### config.mk
export PLATFORM = sky130hd
export DESIGN_NAME = matvec_engine
export DESIGN_NICKNAME = d
export VERILOG_FILES = /design/src/rtl/matvec_engine.sv
export SDC_FILE = /design/constraint.sdc
export NUM_CORES = 2
export LEC_CHECK = 0
export ABC_AREA = 1
export ABC_CLOCK_PERIOD_IN_PS = 10900
export CAP_MARGIN = 40
export CORE_MARGIN = 5
export CORE_UTILIZATION = 61
export DETAILED_ROUTE_END_ITERATION = 10
export GPL_TIMING_DRIVEN = 0
export PLACE_DENSITY_LB_ADDON = 0.12
export SYNTH_ARGS = -nofsm -noshare
export SYNTH_HDL_FRONTEND = slang
export SYNTH_SLANG_ARGS = --single-unit
### constraint.sdc
create_clock -name clk -period 10.9 [get_ports clk]
set_clock_uncertainty 0.15 [all_clocks]
set_input_delay 2.725 -clock clk [delete_from_list [all_inputs] [get_ports clk]]
set_output_delay 2.725 -clock clk [all_outputs]
set_load 0.01 [all_outputs]
### src/rtl/matvec_engine.sv
// matvec_engine: matrix-vector multiply engine computing C[r] = sum_k A[r][k] * B[k].
//
// A job fetches ROWS+1 words over an Avalon-MM read master, one read outstanding at a
// time. Word 0 at base_addr is the vector B. Word 1+r is row r of A. The engine then runs
// ROWS parallel MACs over COLS cycles, one column per cycle, and holds all results in DONE.
//
// Optional feature macro: MATVEC_SIGNED_EN
//   defined   : operands are two's-complement and products are sign-extended.
//   undefined : operands are unsigned and products are zero-extended.
//
// Ports:
//   clk, rst_n     clock and asynchronous active-low reset
//   start          one-cycle job request; accepted only in IDLE or DONE
//   base_addr      word address of B; A row r is at base_addr+1+r (wraps)
//   address, read  Avalon read address and strobe
//   readdata       element k at bits [k*DATA_WIDTH +: DATA_WIDTH]
//   readdatavalid  read data valid
//   waitrequest    slave stall
//   busy           job in progress (FETCH or CALC)
//   done           results valid; high until the next accepted start
//   result         C[r] at bits [r*ACC_WIDTH +: ACC_WIDTH]; wraps modulo 2^ACC_WIDTH
module matvec_engine #(
  parameter int ROWS       = 8,
  parameter int COLS       = 8,
  parameter int DATA_WIDTH = 8,
  parameter int ACC_WIDTH  = 24,
  parameter int ADDR_WIDTH = 32
) (
  input  logic                       clk,
  input  logic                       rst_n,
  input  logic                       start,
  input  logic [ADDR_WIDTH-1:0]      base_addr,
  output logic [ADDR_WIDTH-1:0]      address,
  output logic                       read,
  input  logic [COLS*DATA_WIDTH-1:0] readdata,
  input  logic                       readdatavalid,
  input  logic                       waitrequest,
  output logic                       busy,
  output logic                       done,
  output logic [ROWS*ACC_WIDTH-1:0]  result
);

  localparam int KW = (COLS > 1) ? $clog2(COLS) : 1;
  localparam int RW = (ROWS > 1) ? $clog2(ROWS) : 1;
  localparam int WW = $clog2(ROWS + 1);
  localparam int PW = 2 * DATA_WIDTH;
  localparam int EW = ACC_WIDTH + PW;

  typedef enum logic [1:0] {StIdle, StFetch, StCalc, StDone} state_e;

  state_e                state_q;
  logic [ADDR_WIDTH-1:0] base_q;
  logic [WW-1:0]         w_q;        // index of the word currently being fetched
  logic [KW-1:0]         k_q;        // column being accumulated
  logic                  pending_q;  // a read was accepted and its data has not arrived

  logic [DATA_WIDTH-1:0] b_q   [COLS];
  logic [DATA_WIDTH-1:0] a_q   [ROWS][COLS];
  logic [ACC_WIDTH-1:0]  acc_q [ROWS];
  logic [ACC_WIDTH-1:0]  acc_nxt [ROWS];
  logic [RW-1:0]         row_idx;

  // Product of one A element and one B element, extended to the accumulator width.
  function automatic logic [ACC_WIDTH-1:0] mac_term(input logic [DATA_WIDTH-1:0] a,
                                                    input logic [DATA_WIDTH-1:0] b);
    logic [EW-1:0] ext;
`ifdef MATVEC_SIGNED_EN
    logic signed [PW-1:0] p;
    p   = $signed(a) * $signed(b);
    ext = EW'(p);
`else
    logic [PW-1:0] p;
    p   = PW'(a) * PW'(b);
    ext = EW'(p);
`endif
    return ext[ACC_WIDTH-1:0];
  endfunction

  always_comb begin
    for (int r = 0; r < ROWS; r++) begin
      acc_nxt[r] = acc_q[r] + mac_term(a_q[r][k_q], b_q[k_q]);
    end
  end

  // Words 1..ROWS land in A rows 0..ROWS-1.
  assign row_idx = RW'(w_q - WW'(1));

  always_ff @(posedge clk or negedge rst_n) begin
    if (!rst_n) begin
      state_q   <= StIdle;
      base_q    <= '0;
      w_q       <= '0;
      k_q       <= '0;
      pending_q <= 1'b0;
      address   <= '0;
      read      <= 1'b0;
      busy      <= 1'b0;
      done      <= 1'b0;
      result    <= '0;
      for (int c = 0; c < COLS; c++) begin
        b_q[c] <= '0;
      end
      for (int r = 0; r < ROWS; r++) begin
        acc_q[r] <= '0;
        for (int c = 0; c < COLS; c++) begin
          a_q[r][c] <= '0;
        end
      end
    end else begin
      case (state_q)
        StIdle, StDone: begin
          if (start) begin
            base_q    <= base_addr;
            address   <= base_addr;
            read      <= 1'b1;
            w_q       <= '0;
            k_q       <= '0;
            pending_q <= 1'b0;
            busy      <= 1'b1;
            done      <= 1'b0;
            result    <= '0;
            for (int r = 0; r < ROWS; r++) begin
              acc_q[r] <= '0;
            end
            state_q   <= StFetch;
          end
        end

        StFetch: begin
          if (read && !waitrequest) begin
            read      <= 1'b0;
            pending_q <= 1'b1;
          end else if (pending_q && readdatavalid) begin
            pending_q <= 1'b0;
            for (int c = 0; c < COLS; c++) begin
              if (w_q == '0) begin
                b_q[c] <= readdata[c*DATA_WIDTH +: DATA_WIDTH];
              end else begin
                a_q[row_idx][c] <= readdata[c*DATA_WIDTH +: DATA_WIDTH];
              end
            end
            if (w_q == WW'(ROWS)) begin
              state_q <= StCalc;
            end else begin
              w_q     <= w_q + WW'(1);
              address <= base_q + ADDR_WIDTH'(w_q) + ADDR_WIDTH'(1);
              read    <= 1'b1;
            end
          end
        end

        StCalc: begin
          for (int r = 0; r < ROWS; r++) begin
            acc_q[r] <= acc_nxt[r];
          end
          if (k_q == KW'(COLS - 1)) begin
            for (int r = 0; r < ROWS; r++) begin
              result[r*ACC_WIDTH +: ACC_WIDTH] <= acc_nxt[r];
            end
            done    <= 1'b1;
            busy    <= 1'b0;
            state_q <= StDone;
          end else begin
            k_q <= k_q + KW'(1);
          end
        end

        default: state_q <= StIdle;
      endcase
    end
  end

endmodule
Yosys cells after proc, flatten, opt, wreduce, memory -nomap -nowiden. Cells that the tools add are included.

Logic and storage cells: 266. Input port bits: 101. Output and inout bits: 227. Register bits after elaboration: 1037.

Eq/ne operators: 14. Multiply operators: 8. Bitwise operators: 3. Reduce and logical (&&, ||, !) cells: 19. Mux-type cells: 116. Order comparisons: 3. Add/sub/neg operators: 13.

Operators by type and width (count): 512-bit two-way mux (29); 512-bit bitwise mux (8); 64-bit demux with 3-bit select (8); 192-bit one-hot mux with 2 select lines (2); 192-bit two-way mux (2); 8-bit binary-select mux with 3-bit select (9); 24-bit by 16-bit adder with 24-bit output (8); 32-bit two-way mux (5); 8-bit two-way mux (19); 8-bit by 8-bit multiplier with 16-bit output (8); 64-bit two-way mux (1); 32-bit one-hot mux with 2 select lines (1); 56-bit two-way mux (1); 48-bit two-way mux (1); 40-bit two-way mux (1); 32-bit by 1-bit adder with 32-bit output, second input constant (1); 32-bit by 4-bit adder with 32-bit output (1); 24-bit two-way mux (1); 16-bit two-way mux (1); 4-bit two-way mux (4); 2-bit inequality test, second input constant (7); 3-bit AND reduction (4); 2-bit two-way mux (5); 5-bit AND reduction (2); other kinds (26) (47).

Logic depth before layout (Yosys ltp).
Depth after elaboration: 43. Mapped depth: 35. Gate-level depth less buffers: 30.

Worst setup path after synthesis. No wires, ideal clock.

Kind: register to register. Start point: register k_q[0]. End point: register acc_q[105] in the netlist's numbering. Arrival time: 4948 ps. Cell stages (with the launch flop): 25. Setup slack: 5669 ps. Required time: 10617 ps. Clock period less this slack: 5231 ps. Cells stage by stage: dfrtp_1 > buf_6 > buf_4 > buf_4 > a21oi_1 > o21ai_0 > nand2_1 > inv_1 > o21ai_4 > buf_2 > nand2_1 > fa_1 > inv_1 > fa_1 > inv_1 > fa_1 > fa_1 > inv_1 > ha_1 > or2_2 > nand2_1 > o21ai_0 > or2_2 > nand3_1 > o21ai_0.

Cells in the longest elaborated chain, start to end: 7.

Ends and longest elaborated chain: from (decl) (RTL line 54) `logic [KW-1:0] k_q;`; from (signal assigned) (RTL line 164) `k_q <= k_q + KW'(1);`; 3-bit inverter with 4-bit output (implied by the code) (*) (RTL line 81) `acc_nxt[r] = acc_q[r] + mac_term(a_q[r][k_q], b_q[k_q]);`; 8-bit binary-select mux with 3-bit select (RTL line 81); 8-bit two-way mux (implied by the code) (2 in series) (RTL line 81); 8-bit by 8-bit multiplier with 16-bit output (*) (RTL line 73) `p = PW'(a) * PW'(b);`; 24-bit by 16-bit adder with 24-bit output (*) (RTL line 81); 192-bit one-hot mux with 2 select lines (*) (RTL line 110) `case (state_q)`; to (signal, indexed assignment) (RTL line 154) `acc_q[r] <= acc_nxt[r];`; to (decl) (RTL line 59) `logic [ACC_WIDTH-1:0] acc_q [ROWS];`.

Every way passes the cells marked *; elsewhere a longest branch is shown, timed or not. The select of a mux whose other input is x is not followed. A chain may end at the register's enable or synchronous reset.

Worst setup path in the final report.
Start point: register k_q[1]. End point: register result[82].

Cells in the longest elaborated chain, start to end: 8.

Ends and longest elaborated chain: 3-bit inverter with 4-bit output (implied by the code) (RTL line 81); 8-bit binary-select mux with 3-bit select (RTL line 81); 8-bit two-way mux (implied by the code) (2 in series) (RTL line 81); 8-bit by 8-bit multiplier with 16-bit output (RTL line 73); 24-bit by 16-bit adder with 24-bit output (RTL line 81); 192-bit two-way mux (RTL line 156) `if (k_q == KW'(COLS - 1)) begin`; 192-bit one-hot mux with 2 select lines (RTL line 110); to (signal, indexed assignment) (RTL line 158) `result[r*ACC_WIDTH +: ACC_WIDTH] <= acc_nxt[r];`; to (decl) (RTL line 40) `output logic [ROWS*ACC_WIDTH-1:0] result`.

Several ways; a longest one is shown, not always the timed one. The select of a mux whose other input is x is not followed.

==> reports/metrics.yaml <==
pwr:
  combPwrFrac_pct: 58.9
  p_int_uw: 11400
  switching_power_uw: 12100
  power_uw: 23500
  vdd_drop_max_uv: 195
  p_seq_share_pct: 22.8
  p_leak_uw: 0.0401
  sw_frac_of_total_pct: 51.4
  clkPwrFrac_pct: 18.3
  power.density_mw_per_mm2: 298
timing:
  finalCritPeriodShare_pct: 67.2
  setup_viol: 0
  hold_violations: 0
  rsz0062_at_grt: "no"
  slew_viol_final: 0
  period_minus_slack_ns: 7.32
  slew_headroom_pct: 34.0
  tns_ns: 0
  maxClockFrequency_ghz: 0.137
  worst_pin_slew_ns: 0.989
clock_tree:
  numCtsBuffers: 112
  ctsLongestPathBuffers: 3
  clk_latency_ns: 0.81
  h-tree-depth: 3
  clock-sinks: 1037
  path_clk_slew_ns: 0.07
  postCtsSetupBuffers: 0
  cts_resized: 0
  ctsHoldBuffers: 0
  cts_tree: "done"
  clockRootBuffer: "clkbuf_16"
status:
  status: "finished with violations"
  violations: "DRC"
final_layout:
  finalNetCount: 10200
  stdcell_area_mm2: 0.0787
  area_growth_syn_to_layout_pct: 14.6
  drive_above_1_share_pct: 5.61
  layoutNonFillerInstCount: 10900
worst_setup_path:
  rr_startpoint: "k_q[1]"
  ff2ff_path_depth: 25
  crit_required_ns: 11.33
  critPathMaxFanout: 10
  end_kind: "flop"
  r2r_end: "result[82]"
  r2r_setup_slack_ns: 3.58
  start_kind: "flop"
  path_class: "reg2reg"
  crit_arrival_ns: 7.75
synth:
  synth_edf_count: 0
  synth-main-ff-cell: "dfrtp_1"
  syn_nets: 9697
  syn_inst: 8856
  synth-seq-area-share_pct: 37.8
  synth_seq_cells: 1037
  netlist_area_mm2: 0.0687
  avgSynthCellArea_um2: 7.76
  yosysUniqueCellTypes: 42
  ys_warn_count: 0
  async_flop_share_pct: 100
worst_hold_path:
  hold_end: "result[22]"
  hold_path.class: "reg2reg"
  min_from: "result[22]"
  hold_depth: 2
detailed_routing:
  drt_wl_total_um: 263000
  viasPerCell: 5.97
  ant_nets: 0
  wl_per_cell_um: 24.0
  drt_iter0_drc: 8014
  vias: 65400
  drc: 2
  drtPass1Iterations: 11
die:
  initial_utilization_pct: 61.2
  die_height_um: 346
  die_w_um: 346
  die_area_mm2: 0.119
  io_pins: 328
  rows: 123
  core_mm2: 0.112
placed_design:
  gp_congestion: 1.03
  place_area_mm2: 0.0745
  place_inst: 10700
  hpwl_um: 200000
  port_buffers: 327
job:
  maxCapViolations: 0
global_route:
  grt_pass1_wl_um: 393000
  grt_overflow_total: 0
  grt_pass1_vias: 64000
  grt_max_degree: 164
  antenna_found_initial: 6
  gr-usage-all-layers_pct: 43.3
[registers in the layout, summed over array words and instances (netlist names), 2 cells and up]
signal	flops
a_q	512
acc_q	192
address	32
b_q	64
base_q	32
k_q	3
result	192
state_q	2
w_q	4
[routing by layer]
metal  wire length, um  global-route usage (%)  vias up
met5                33                       0        -
met4             20900                    28.0        4
met3             33900                    13.5     1024
met2            111000                    63.8     4197
met1             97200                    55.6    31300
li1                  -                       -    28800
[cells in the mapped netlist (36+ instances only)]
cell	instances	area, um2
nor3_1	40	200
buf_2	123	616
clkbuf_1	214	803
nor2_1	842	3160
fa_1	401	8030
o21ai_1	91	455
o21ai_2	36	315
nand2_1	2332	8750
nand4_1	136	851
ha_1	339	4240
o22ai_1	133	832
dfrtp_1	1037	25900
inv_2	39	146
o21ai_0	1161	5810
nand3_1	202	1010
a21oi_1	227	1140
inv_1	1319	4950
[final cells by class]
type	instances	area [um2]
multi-input cells	6047	35600
fillers	9191	33500
flip-flops and latches	1037	25900
inverters	1363	5120
repair buffers	374	3960
clock buffers	145	3120
plain buffers	409	2000
well taps	1500	1880
clock inverters	65	1030
diodes	5	12.5
[how the worst max path moves through the flow]
stage | start | to | slack [ns] | cells after the start
final | k_q[1] | result[82] | 3.58 | 25
after global routing | k_q[1] | result[137] | 3.33 | 24
after CTS | k_q[1] | result[82] | 3.87 | 25
after detailed placement | k_q[1] | result[82] | 3.89 | 25
after global placement | rst_n | address[16] | -39.96 | 1
after floorplan | k_q[0] | acc_q[105] | 5.67 | 24
[logic make-up after synthesis]
group / synth area share, %
simple gates: 21.0
buf+inv: 10.4
compound gates: 12.9
flops: 37.8
fa+ha+maj: 17.9
xor+xnor: 0.115
[metrics by stage]
step | setup WS, ns | hold slack [ns] | utilization (%)
after detailed placement | 3.89 | 0.315 | 66.4
final | 3.58 | 0.326 | 70.1
after floorplan | 5.67 | 0.298 | -
after global placement | -39.96 | 0.308 | 65.8
after CTS | 3.87 | 0.331 | 70.1
after global routing | 3.33 | 0.347 | 70.1
[power by group through the flow]
stage,clock network (uW),registers [uW],logic (uW)
global placement,0,5400,12800
detailed placement,0,5370,13300
global route,4440,5430,15000
CTS,4280,5320,13400
floorplan,0,5300,7970
finish,4300,5350,13800
[critical path, stage by stage, from the launching register on]
cell	delay, ns
dfrtp_1	0.38
buf_4	0.21
clkinv_2	0.19
buf_4	0.26
clkbuf_1	0.70
o21ai_0	0.24
o22ai_1	0.17
inv_1	0.06
o21ai_1	0.42
inv_1	0.30
nor2_1	0.21
fa_1	0.46
fa_1	0.52
inv_1	0.05
fa_1	0.50
fa_1	0.53
inv_1	0.05
ha_1	0.32
nand2_1	0.08
nand2_1	0.11
nand2_1	0.09
nand2_1	0.06
inv_1	0.05
nand2_1	0.10
o21ai_0	0.75
o21ai_0	0.16
[placed cells by master (no fill, tap or decap), drive strengths merged, types with 4 or more instances in the layout]
cell type,n
nand2,2333
inv,1366
o21ai,1293
dfrtp,1037
nor2,845
fa,401
clkbuf,363
ha,339
clkdlybuf4s50,326
buf,239
a21oi,227
nand3,202
nand4,136
o22ai,133
nor3,40
clkinv,34
nand3b,29
bufinv,19
o21bai,18
or2,17
and2,11
clkinvlp,9
a22oi,6
diode,5
xor2,5
xnor2,4
(Power assumes the default switching activity.)
